[src/rtl/pcu_pkg.sv]
// Shared types and constants for the PC-unit redirect path.
package pcu_pkg;
  typedef enum logic [1:0] {IDLE, PEND, DRAIN} state_t;
  typedef enum logic [1:0] {SRC_TRAP, SRC_BR0, SRC_BR1} src_t;
  localparam int FETCH_BYTES = 8;
endpackage

[src/rtl/redirect_prio_sel.sv]
// Fixed-priority redirect select: trap > br0 > br1, with a count of losing branches.
module redirect_prio_sel
  import pcu_pkg::*;
#(
  parameter int ADDR_W = 32
) (
  input  logic              trap_valid,
  input  logic [ADDR_W-1:0] trap_addr,
  input  logic              br0_valid,
  input  logic [ADDR_W-1:0] br0_addr,
  input  logic              br1_valid,
  input  logic [ADDR_W-1:0] br1_addr,
  output logic              win_valid,
  output logic [ADDR_W-1:0] win_addr,
  output logic [1:0]        lose_cnt
);
  src_t win_src;

  always_comb begin
    win_src  = SRC_BR1;
    lose_cnt = 2'd0;
    if (trap_valid) begin
      win_src  = SRC_TRAP;
      lose_cnt = {1'b0, br0_valid} + {1'b0, br1_valid};
    end else if (br0_valid) begin
      win_src  = SRC_BR0;
      lose_cnt = {1'b0, br1_valid};
    end
  end

  always_comb begin
    win_addr = br1_addr;
    case (win_src)
      SRC_TRAP: win_addr = trap_addr;
      SRC_BR0:  win_addr = br0_addr;
      default:  win_addr = br1_addr;
    endcase
  end

  assign win_valid = trap_valid | br0_valid | br1_valid;
endmodule

[src/rtl/pc_redirect_arbiter.sv]
// Merges trap and branch redirects into one aligned jump pulse, holds it while the
// PC unit's jump buffer is full, and squashes wrong-path branches after each jump.
module pc_redirect_arbiter
  import pcu_pkg::*;
#(
  parameter int ADDR_W        = 32,
  parameter int SQUASH_CYCLES = 2,
  parameter int ALIGN_BITS    = $clog2(FETCH_BYTES)
) (
  input  logic              clk,
  input  logic              reset_n,
  input  logic              trap_valid_i,
  input  logic [ADDR_W-1:0] trap_addr_i,
  input  logic              br0_valid_i,
  input  logic [ADDR_W-1:0] br0_addr_i,
  input  logic              br1_valid_i,
  input  logic [ADDR_W-1:0] br1_addr_i,
  input  logic              slot_free_i,
  output logic              jump_flag_o,
  output logic [ADDR_W-1:0] jump_addr_o,
  output logic              flush_o,
  output logic              busy_o,
  output logic [7:0]        drop_cnt_o
);
  localparam logic [ADDR_W-1:0] ALIGN_MASK = {ADDR_W{1'b1}} << ALIGN_BITS;
  localparam logic [3:0]        SQ_LOAD    = 4'(SQUASH_CYCLES);

  state_t            state_q, state_d;
  logic [3:0]        cnt_q, cnt_d;
  logic [ADDR_W-1:0] held_q, held_d;
  logic [ADDR_W-1:0] jaddr_d;
  logic              jflag_d, flush_d;
  logic [1:0]        drops;
  logic [8:0]        drop_sum;

  logic              win_valid;
  logic [ADDR_W-1:0] win_addr, win_tgt;
  logic [1:0]        lose_cnt;

  redirect_prio_sel #(.ADDR_W(ADDR_W)) u_sel (
    .trap_valid (trap_valid_i),
    .trap_addr  (trap_addr_i),
    .br0_valid  (br0_valid_i),
    .br0_addr   (br0_addr_i),
    .br1_valid  (br1_valid_i),
    .br1_addr   (br1_addr_i),
    .win_valid  (win_valid),
    .win_addr   (win_addr),
    .lose_cnt   (lose_cnt)
  );

  assign win_tgt = win_addr & ALIGN_MASK;

  always_comb begin
    state_d = state_q;
    cnt_d   = cnt_q;
    held_d  = held_q;
    jflag_d = 1'b0;
    jaddr_d = jump_addr_o;
    flush_d = 1'b0;
    drops   = {1'b0, br0_valid_i} + {1'b0, br1_valid_i};
    case (state_q)
      IDLE: begin
        drops = lose_cnt;
        if (win_valid) begin
          held_d  = win_tgt;
          flush_d = 1'b1;
          if (slot_free_i) begin
            jflag_d = 1'b1;
            jaddr_d = win_tgt;
            cnt_d   = SQ_LOAD;
            state_d = DRAIN;
          end else begin
            state_d = PEND;
          end
        end
      end
      PEND: begin
        // A trap landing with the free slot is captured first, so the pulse carries it.
        if (trap_valid_i) begin
          held_d  = win_tgt;
          flush_d = 1'b1;
        end
        if (slot_free_i) begin
          jflag_d = 1'b1;
          jaddr_d = held_d;
          cnt_d   = SQ_LOAD;
          state_d = DRAIN;
        end
      end
      DRAIN: begin
        if (trap_valid_i) begin
          held_d  = win_tgt;
          flush_d = 1'b1;
          if (slot_free_i) begin
            jflag_d = 1'b1;
            jaddr_d = win_tgt;
            cnt_d   = SQ_LOAD;
          end else begin
            state_d = PEND;
          end
        end else if (cnt_q <= 4'd1) begin
          cnt_d   = 4'd0;
          state_d = IDLE;
        end else begin
          cnt_d = cnt_q - 4'd1;
        end
      end
      default: state_d = IDLE;
    endcase
  end

  assign drop_sum = {1'b0, drop_cnt_o} + {7'd0, drops};

  always_ff @(posedge clk or negedge reset_n) begin
    if (!reset_n) begin
      state_q     <= IDLE;
      cnt_q       <= 4'd0;
      held_q      <= '0;
      jump_flag_o <= 1'b0;
      jump_addr_o <= '0;
      flush_o     <= 1'b0;
      drop_cnt_o  <= 8'd0;
    end else begin
      state_q     <= state_d;
      cnt_q       <= cnt_d;
      held_q      <= held_d;
      jump_flag_o <= jflag_d;
      jump_addr_o <= jaddr_d;
      flush_o     <= flush_d;
      drop_cnt_o  <= drop_sum[8] ? 8'hFF : drop_sum[7:0];
    end
  end

  assign busy_o = (state_q != IDLE);
endmodule

[config.mk]
export PLATFORM = sky130hd
export DESIGN_NAME = pc_redirect_arbiter
export DESIGN_NICKNAME = d
export VERILOG_FILES = /design/src/rtl/pcu_pkg.sv /design/src/rtl/redirect_prio_sel.sv /design/src/rtl/pc_redirect_arbiter.sv
export SDC_FILE = /design/constraint.sdc
export NUM_CORES = 1
export LEC_CHECK = 0
export ABC_CLOCK_PERIOD_IN_PS = 2800
export CAP_MARGIN = 20
export CORE_MARGIN = 2
export CORE_UTILIZATION = 25
export CTS_CLUSTER_SIZE = 28
export DETAILED_ROUTE_END_ITERATION = 10
export GPL_TIMING_DRIVEN = 0
export PLACE_DENSITY = 0.56
export SYNTH_ARGS = -nofsm -noshare
export SYNTH_HDL_FRONTEND = slang
export SYNTH_SLANG_ARGS = --single-unit
export TNS_END_PERCENT = 100
[constraint.sdc]
create_clock -name clk -period 2.8 [get_ports clk]
set_clock_uncertainty 0.05 [all_clocks]
set_input_delay 0.28 -clock clk [delete_from_list [all_inputs] [get_ports clk]]
set_output_delay 0.28 -clock clk [all_outputs]
set_load 0.02 [all_outputs]
* Word-level counts from Yosys, hierarchy flattened
Index checks and enable logic that the tools add are counted.
** Operators by class
- Add/subtract/negate cells :: 3
- Order comparisons :: 1
- Equal/unequal tests :: 8
- Mux-type cells :: 34
- Bitwise operators :: 2
- Reduce and logical (&&, ||, !) cells :: 10
** Operator list (number)
- 32-bit 2-to-1 mux :: 6
- 32-bit one-hot mux with 2 select lines :: 2
- 32-bit one-hot mux with 3 select lines :: 1
- 2-bit 2-to-1 mux :: 10
- 4-bit 2-to-1 mux :: 4
- 4-bit one-hot mux with 3 select lines :: 1
- 8-bit by 2-bit adder with 9-bit output :: 1
- 8-bit 2-to-1 mux :: 1
- 4-bit AND reduction :: 2
- 1-bit 2-to-1 mux :: 6
- 3-bit != test (second input constant) :: 2
- 2-bit one-hot mux with 3 select lines :: 1
- 2-bit by 1-bit equality test with 1-bit output (second input constant) :: 2
- 4-bit by 1-bit less-or-equal comparator with 1-bit output (second input constant) :: 1
- 2-bit logical NOT :: 2
- 2-bit != test (second input constant) :: 2
- 2-bit AND reduction :: 2
- 2-bit nonzero test :: 2
- 4-bit by 1-bit subtractor with 4-bit output (second input constant) :: 1
- 1-bit one-hot mux with 3 select lines :: 1
- 3-bit nonzero test :: 1
- 1-bit by 1-bit adder with 2-bit output :: 1
- 2-bit equality test (second input constant) :: 1
- 2-bit by 1-bit != test with 1-bit output (second input constant) :: 1
- 3 further kinds :: 4
** Word-level totals
- Flip-flop bits (word level) :: 80
- Bits of input ports :: 102
- Output and inout port bits :: 43
- Word-level logic and storage cells :: 65

* Logic depth before layout (Yosys ltp)
Gate-level depths: netlist of the first run.
- Depth after elaboration :: 7
- Gate-level depth with buffers :: 10
- Gate-level depth less buffers :: 10

* By module
From an unflattened synthesis of the first run, not the netlist that was laid out.
** Second synthesis, totals
- Cell total of the unflattened synthesis :: 382
- Area total of the unflattened synthesis :: 4439.3 sq um
** Modules (own cells, without submodules)
- pc_redirect_arbiter :: times used 1, cells each 271, area an instance 3692.3 sq um, sequential area each 2001.9 sq um
- redirect_prio_sel :: times used 1, cells each 111, area an instance 747.0 sq um, sequential area each 0.0 sq um

* Worst setup path after synthesis of the first run
No wires, ideal clock.
- Path kind :: reg2reg
- Start point :: reg state_q[0]
- End point :: reg drop_cnt_o[7]
- Library setup time :: 0.125 ns
- Arrival :: 2.253 ns
- Data required time :: 2.625 ns
- Slack :: 0.373 ns
- Stages on the path, launching flop included :: 10
- Clock period less this slack :: 2.427 ns
- Cell sequence :: dfrtp_1 inv_1 ha_1 nand2b_1 mux2_2 ha_1 fa_1 and2_1 nand2b_1 mux2_2
** On the way
- Cells in the longest elaborated chain, start to end :: 4
** RTL lines
- start: declaration :: line pc_redirect_arbiter.sv:28 : state_t state_q, state_d;
- start signal: assignment :: line pc_redirect_arbiter.sv:125 : state_q <= state_d;
- 2-bit logical NOT :: line pc_redirect_arbiter.sv:62 : case (state_q)
- 2-bit 2-to-1 mux :: line pc_redirect_arbiter.sv:62
- 8-bit by 2-bit adder with 9-bit output :: line pc_redirect_arbiter.sv:113 : assign drop_sum = {1'b0, drop_cnt_o} + {7'd0, drops};
- 8-bit 2-to-1 mux :: line pc_redirect_arbiter.sv:131 : drop_cnt_o <= drop_sum[8] ? 8'hFF : drop_sum[7:0];
- end signal: assignment :: line pc_redirect_arbiter.sv:131
- end: declaration :: line pc_redirect_arbiter.sv:23 : output logic [7:0] drop_cnt_o
No other way between the ends.
A chain may end at the register's enable or synchronous reset.

* Worst setup path in the final report of the first run
Ends and elaborated chain as after synthesis.

==> results.py, run 1 <==
metrics = {
    "finish": {
        "layout_common_cells": "133 x clkdlybuf4s50_1, 80 x dfrtp_1, 61 x nand2_1, 46 x a21oi_1, 38 x nor2_1",
        "synthToLayoutAreaGrowth_pct": 43.21,
        "finish.instance_area_um2": 6556,
        "final_util": 0.3650,
        "final_common_cell": "clkdlybuf4s50_1",
        "final_nets": 755,
        "drive_gt1_frac": 0.09259,
        "antennaDiodeCount": 0,
    },
    "power_and_ir_drop": {
        "peakVddDrop_mv": 0.4512,
        "p_leak_nw": 2.600,
        "powerDensity_nw_per_um2": 1021,
    },
    "timing": {
        "worst_pin_slew_ps": 819.0,
        "rsz0062_at_grt": "no",
        "final.period_utilization": 0.9228,
        "setup_slack_ps": 216.2,
        "fmax_ghz": 0.3870,
        "setup_violations": 0,
        "maxSlewHeadroom": 0.4520,
        "hold_viol": 0,
        "whs_ps": 338.2,
        "min_period_ps": 2584,
        "maxSlewViolCount": 0,
    },
    "synthesis": {
        "synth_warnings": 0,
        "synth_top_cell_by_area": "dfrtp_1",
        "synth_top_cell_area_share": 0.4373,
        "ys_seq_elements": 80,
        "syn_nets": 608,
        "synth_edf_count": 0,
        "synthFlopType": "dfrtp_1",
        "async_reset_ff_frac": 1.000,
        "ys_seq_area_frac": 0.4373,
        "synthTopCellsByArea": "dfrtp_1 44%, mux2_2 5.7%, o221ai_1 5.4%, a21oi_1 5.0%, nand2_1 5.0%",
        "synth_cell_types": 40,
        "avgSynthCellArea_um2": 9.230,
        "synthCells": 496,
        "syn-cell-area_um2": 4578,
    },
    "worst_setup_path": {
        "worst_setup_path_end_kind": "flip-flop",
        "r2r_slack_ps": 220,
        "r2r_end": "drop_cnt_o[7]",
        "slowest_delay_ps": 420,
        "cp.required_ps": 2980,
        "cp_max_fo": 7,
        "crit_family": "adder cells",
        "worstSetupStartpointType": "flip-flop",
        "crit_start": "state_q[0]",
        "cp_cell_sequence": "inv_1 > ha_2 > nand2b_1 > mux2_2 > ha_1 > fa_1 > and2_1 > nand2b_1 > mux2_2",
        "criticalPathCategory": "reg -> reg",
        "slowest_stage": "dfrtp_1",
        "r2r_start": "state_q[0]",
        "worst-path-buf-inv": 1,
        "crit_arrival_ps": 2770,
        "reg2reg_depth": 9,
    },
    "routing": {
        "vias": 4632,
        "wire_per_inst_um": 18.84,
        "drc": 0,
        "top_layer_used": "met4",
        "drt_wl_total_um": 16520,
        "avgViaCountPerCell": 5.282,
        "drt_iter0_drc": 466,
        "drtPass1Iterations": 5,
        "wl_met2_um": 7755,
        "drt-met1-wl_um": 7046,
        "wl_met3_um": 1433,
        "ant_nets": 0,
    },
    "place": {
        "port_buffers": 134,
        "post-dp-hpwl_um": 11860,
        "place_worst_setup_slack_ps": -9.029,
        "gp_congestion": 0.8572,
        "placed_area_um2": 6231,
    },
    "clock_tree": {
        "clk_latency_ps": 350,
        "cts_made_buffers": 9,
        "cts_sinks": 80,
        "cts.htree.levels": 3,
        "cts.clk_slew.worst_paths_ps": 60,
        "tritoncts": "done",
        "post-cts-setup-buffer-count": 0,
        "cts_root_buf": "clkbuf_16",
        "cts_buffer_depth": 2,
    },
    "global_route": {
        "gr-total-overflow": 0,
        "grt_usage": 0.1713,
        "grt_pass1_vias": 4830,
        "grt_max_degree": 56,
        "grt_pass1_wl_um": 26150,
        "antenna_found_initial": 0,
    },
    "floorplanning": {
        "core_um2": 17960,
        "start_util": 0.2549,
        "core.rowCount": 49,
        "die_w_um": 139.3,
        "io-pin-count": 145,
        "die_area_um2": 19410,
        "die_height_um": 139.3,
    },
    "run_status": {
        "status": "finished clean",
    },
    "job": {
        "cap_violations": 0,
    },
    "worst_hold_path": {
        "hold_class": "in -> async",
    },
}
cell usage after synthesis, drive strengths merged (15+ instances only):
library cell,count
clkbuf,26
a222oi,19
dfrtp,80
and2,21
a21oi,46
nor3,15
mux2,23
nand2,61
nor2,38
o221ai,28
buf,19
a31oi,19
registers in the layout, summed over array words and instances (netlist names):
register,cells
flush_o,1
state_q,2
drop_cnt_o,8
jump_addr_o,32
held_q,32
cnt_q,4
jump_flag_o,1
logic make-up (layout without fill, tap and decap cells):
kind of cell             after synthesis  after routing  share of synthesized area
flip-flops                            80             80                     0.4373
buffers and inverters                 59            211                    0.05329
XOR/XNOR                               1              1                   0.001913
adder cells (fa/ha/maj)               10             10                    0.02897
AND/OR/NAND/NOR                      169            169                     0.1776
multiplexers                          33             33                    0.07844
AO/OA/AOI/OAI                        144            144                     0.2225
worst max-delay path by stage:
| stage | to | slack, ps | cells past startpoint |
|---|---|---|---|
| floorplan | drop_cnt_o[7] | 370 | 9 |
| global placement | jump_addr_o[26] | -1560 | 1 |
| detailed placement | drop_cnt_o[7] | -9 | 8 |
| CTS | drop_cnt_o[7] | 120 | 9 |
| global route | drop_cnt_o[7] | 50 | 9 |
| finish | drop_cnt_o[7] | 220 | 9 |
metrics by stage:
stage	setup TNS [ps]	instances	power, W
after floorplan	0	496	0.003995
after global placement	-124350	859	0.005265
after detailed placement	-9.029	860	0.005411
after CTS	0	877	0.006713
after global routing	0	877	0.007149
final	0	877	0.006694
layout make-up:
type,instances,area [um^2]
inverters,14,52.55
flip-flops and latches,80,2002
repair buffers,136,1376
multi-input cells,357,2335
clock buffers,10,229.0
fillers,1828,11410
clock inverters,6,83.83
well taps,229,286.5
plain buffers,45,191.4
timing repair:
item,CTS,global route
gates resized for setup,0,1
endpoints found under the hold margin,25,0
hold buffers,1,0
setup endpoints to repair,0,3
report_power, final:
part           leakage (nW)  total (W)  switching (W)  internal, W
Sequential            0.953    0.00208       0.000399      0.00168
Clock                 0.156    0.00126       0.000485     0.000778
Combinational          1.49    0.00335        0.00189      0.00146
layer usage:
metal | global-route usage | vias up
met2 | 0.2727 | 216
li1 | - | 2136
met4 | 0.05210 | 0
met1 | 0.2237 | 2251
met3 | 0.05368 | 29
met5 | 0 | -
No activity file was read; power rests on OpenSTA's default activity.
==> inputs of run 2 (changes only) <==
--- a/config.mk
+++ b/config.mk
@@ -11,8 +11,8 @@
 export CORE_UTILIZATION = 25
 export CTS_CLUSTER_SIZE = 28
 export DETAILED_ROUTE_END_ITERATION = 10
+export GPL_ROUTABILITY_DRIVEN = 0
 export GPL_TIMING_DRIVEN = 0
-export PLACE_DENSITY = 0.56
 export SYNTH_ARGS = -nofsm -noshare
 export SYNTH_HDL_FRONTEND = slang
 export SYNTH_SLANG_ARGS = --single-unit
==> run 2 against run 1 <==
  * Register-to-register slack lost 40 ps
  * Sequential share of layout area up 0.15 points
  * Clock power down 10%
  * Routed wire length shrank 6.1%
  * Worst setup slack worse by 43 ps
  * Critical path type unchanged
  * Critical endpoint unchanged
  * Highest routed layer is now met5
==> results.py, run 2 (synthesis results as in run 1) <==
metrics = {
    "run_status": {
        "status": "finished clean",
    },
    "floorplanning": {
        "die_w_um": 139.3,
        "start_util": 0.2549,
        "core_um2": 17960,
        "die_area_um2": 19410,
        "die_height_um": 139.3,
        "core.rowCount": 49,
        "io-pin-count": 145,
    },
    "place": {
        "port_buffers": 134,
        "place_worst_setup_slack_ps": -23.02,
        "post-dp-hpwl_um": 11130,
        "placed_area_um2": 6231,
    },
    "timing": {
        "worst_pin_slew_ps": 842.9,
        "final.period_utilization": 0.9383,
        "maxSlewViolCount": 0,
        "finalSetupTns_ps": 0,
        "fmax_ghz": 0.3806,
        "hold_viol": 0,
        "maxSlewHeadroom": 0.4360,
        "rsz0062_at_grt": "no",
        "setup_slack_ps": 172.8,
        "min_period_ps": 2627,
        "setup_violations": 0,
    },
    "finish": {
        "final_nets": 755,
        "drive_gt1_frac": 0.09259,
        "finish.instance_area_um2": 6524,
        "synthToLayoutAreaGrowth_pct": 42.50,
        "final_common_cell": "clkdlybuf4s50_1",
        "largestRegisters": "held_q: 32 flops, jump_addr_o: 32 flops, drop_cnt_o: 8 flops",
        "antennaDiodeCount": 0,
        "layout_common_cells": "133 x clkdlybuf4s50_1, 80 x dfrtp_1, 61 x nand2_1, 46 x a21oi_1, 38 x nor2_1",
    },
    "routing": {
        "drt_wl_total_um": 15520,
        "drc": 0,
        "drtPass1Iterations": 8,
        "drt_iter0_drc": 487,
        "wire_per_inst_um": 17.69,
        "vias": 4520,
        "avgViaCountPerCell": 5.154,
        "ant_nets": 0,
    },
    "power_and_ir_drop": {
        "total_power_w": 0.006496,
        "p_leak_nw": 2.584,
        "powerDensity_nw_per_um2": 995.8,
        "peakVddDrop_mv": 0.4441,
    },
    "worst_setup_path": {
        "r2r_end": "drop_cnt_o[7]",
        "slowest_stage": "dfrtp_1",
        "cp_max_fo": 7,
        "crit_arrival_ps": 2810,
        "crit_family": "adder cells",
        "reg2reg_depth": 9,
        "r2r_start": "state_q[0]",
        "worst_setup_path_end_kind": "flip-flop",
        "r2r_slack_ps": 170,
        "cp.required_ps": 2980,
        "cp_cell_sequence": "inv_1 > ha_1 > nand2b_1 > mux2_2 > ha_1 > fa_1 > and2_1 > nand2b_1 > mux2_2",
        "slowest_delay_ps": 410,
        "worstSetupStartpointType": "flip-flop",
        "worst-path-buf-inv": 1,
        "criticalPathCategory": "reg -> reg",
    },
    "clock_tree": {
        "tritoncts": "done",
        "cts_root_buf": "clkbuf_16",
        "clk_latency_ps": 350,
        "cts_buffer_depth": 2,
        "cts.clk_slew.worst_paths_ps": 60,
        "cts_resized": 0,
        "cts_made_buffers": 9,
        "cts_sinks": 80,
        "cts.htree.levels": 3,
    },
    "job": {
        "cap_violations": 0,
    },
    "global_route": {
        "grt_pass1_wl_um": 24610,
        "antenna_found_initial": 1,
        "grt_max_degree": 49,
        "grt_usage": 0.1587,
        "gr-total-overflow": 0,
        "grt_pass1_vias": 4364,
    },
    "worst_hold_path": {
        "hold_class": "in -> async",
    },
}
-- run 2: per-stage QoR --
stage,hold slack [ps],util,std cells
5_1_grt,417.2,0.3632,877
2_1_floorplan,-65.59,-,496
6_report,380.0,0.3632,877
3_3_place_gp,429.0,0.3455,859
3_5_place_dp,214.5,0.3469,860
4_1_cts,392.7,0.3632,877
-- run 2: worst max path at each step --
stage / startpoint / end / cells past startpoint
2_1_floorplan: state_q[0] / drop_cnt_o[7] / 9
5_1_grt: state_q[0] / drop_cnt_o[7] / 9
3_5_place_dp: br1_valid_i / drop_cnt_o[7] / 8
6_report: state_q[0] / drop_cnt_o[7] / 9
4_1_cts: state_q[0] / drop_cnt_o[7] / 9
3_3_place_gp: reset_n / jump_addr_o[5] / 1
-- run 2: layout make-up --
| class | count | area (um^2) |
|---|---|---|
| clock buffers | 10 | 239.0 |
| repair buffers | 136 | 1376 |
| fillers | 1809 | 11440 |
| flip-flops and latches | 80 | 2002 |
| plain buffers | 45 | 191.4 |
| multi-input cells | 357 | 2332 |
| well taps | 229 | 286.5 |
| inverters | 14 | 52.55 |
| clock inverters | 6 | 43.79 |
-- run 2: routing by layer --
layer  share of wire  global-route usage
met1            0.44              0.2253
met2            0.44              0.2307
met5         0.00045                   0
met4           0.012             0.02924
met3            0.11             0.06194
-- run 2: report_power, final --
part	total (W)	internal (W)	switching [W]
clock	0.00113	0.000628	0.000503
combinational	0.00330	0.00145	0.00185
sequential	0.00206	0.00168	0.000383
total	0.00650	0.00376	0.00273
-- run 2: timing repair --
item	in CTS	in global routing
hold buffers	1	0
buffers inserted	0	0
endpoints found under the hold margin	32	0
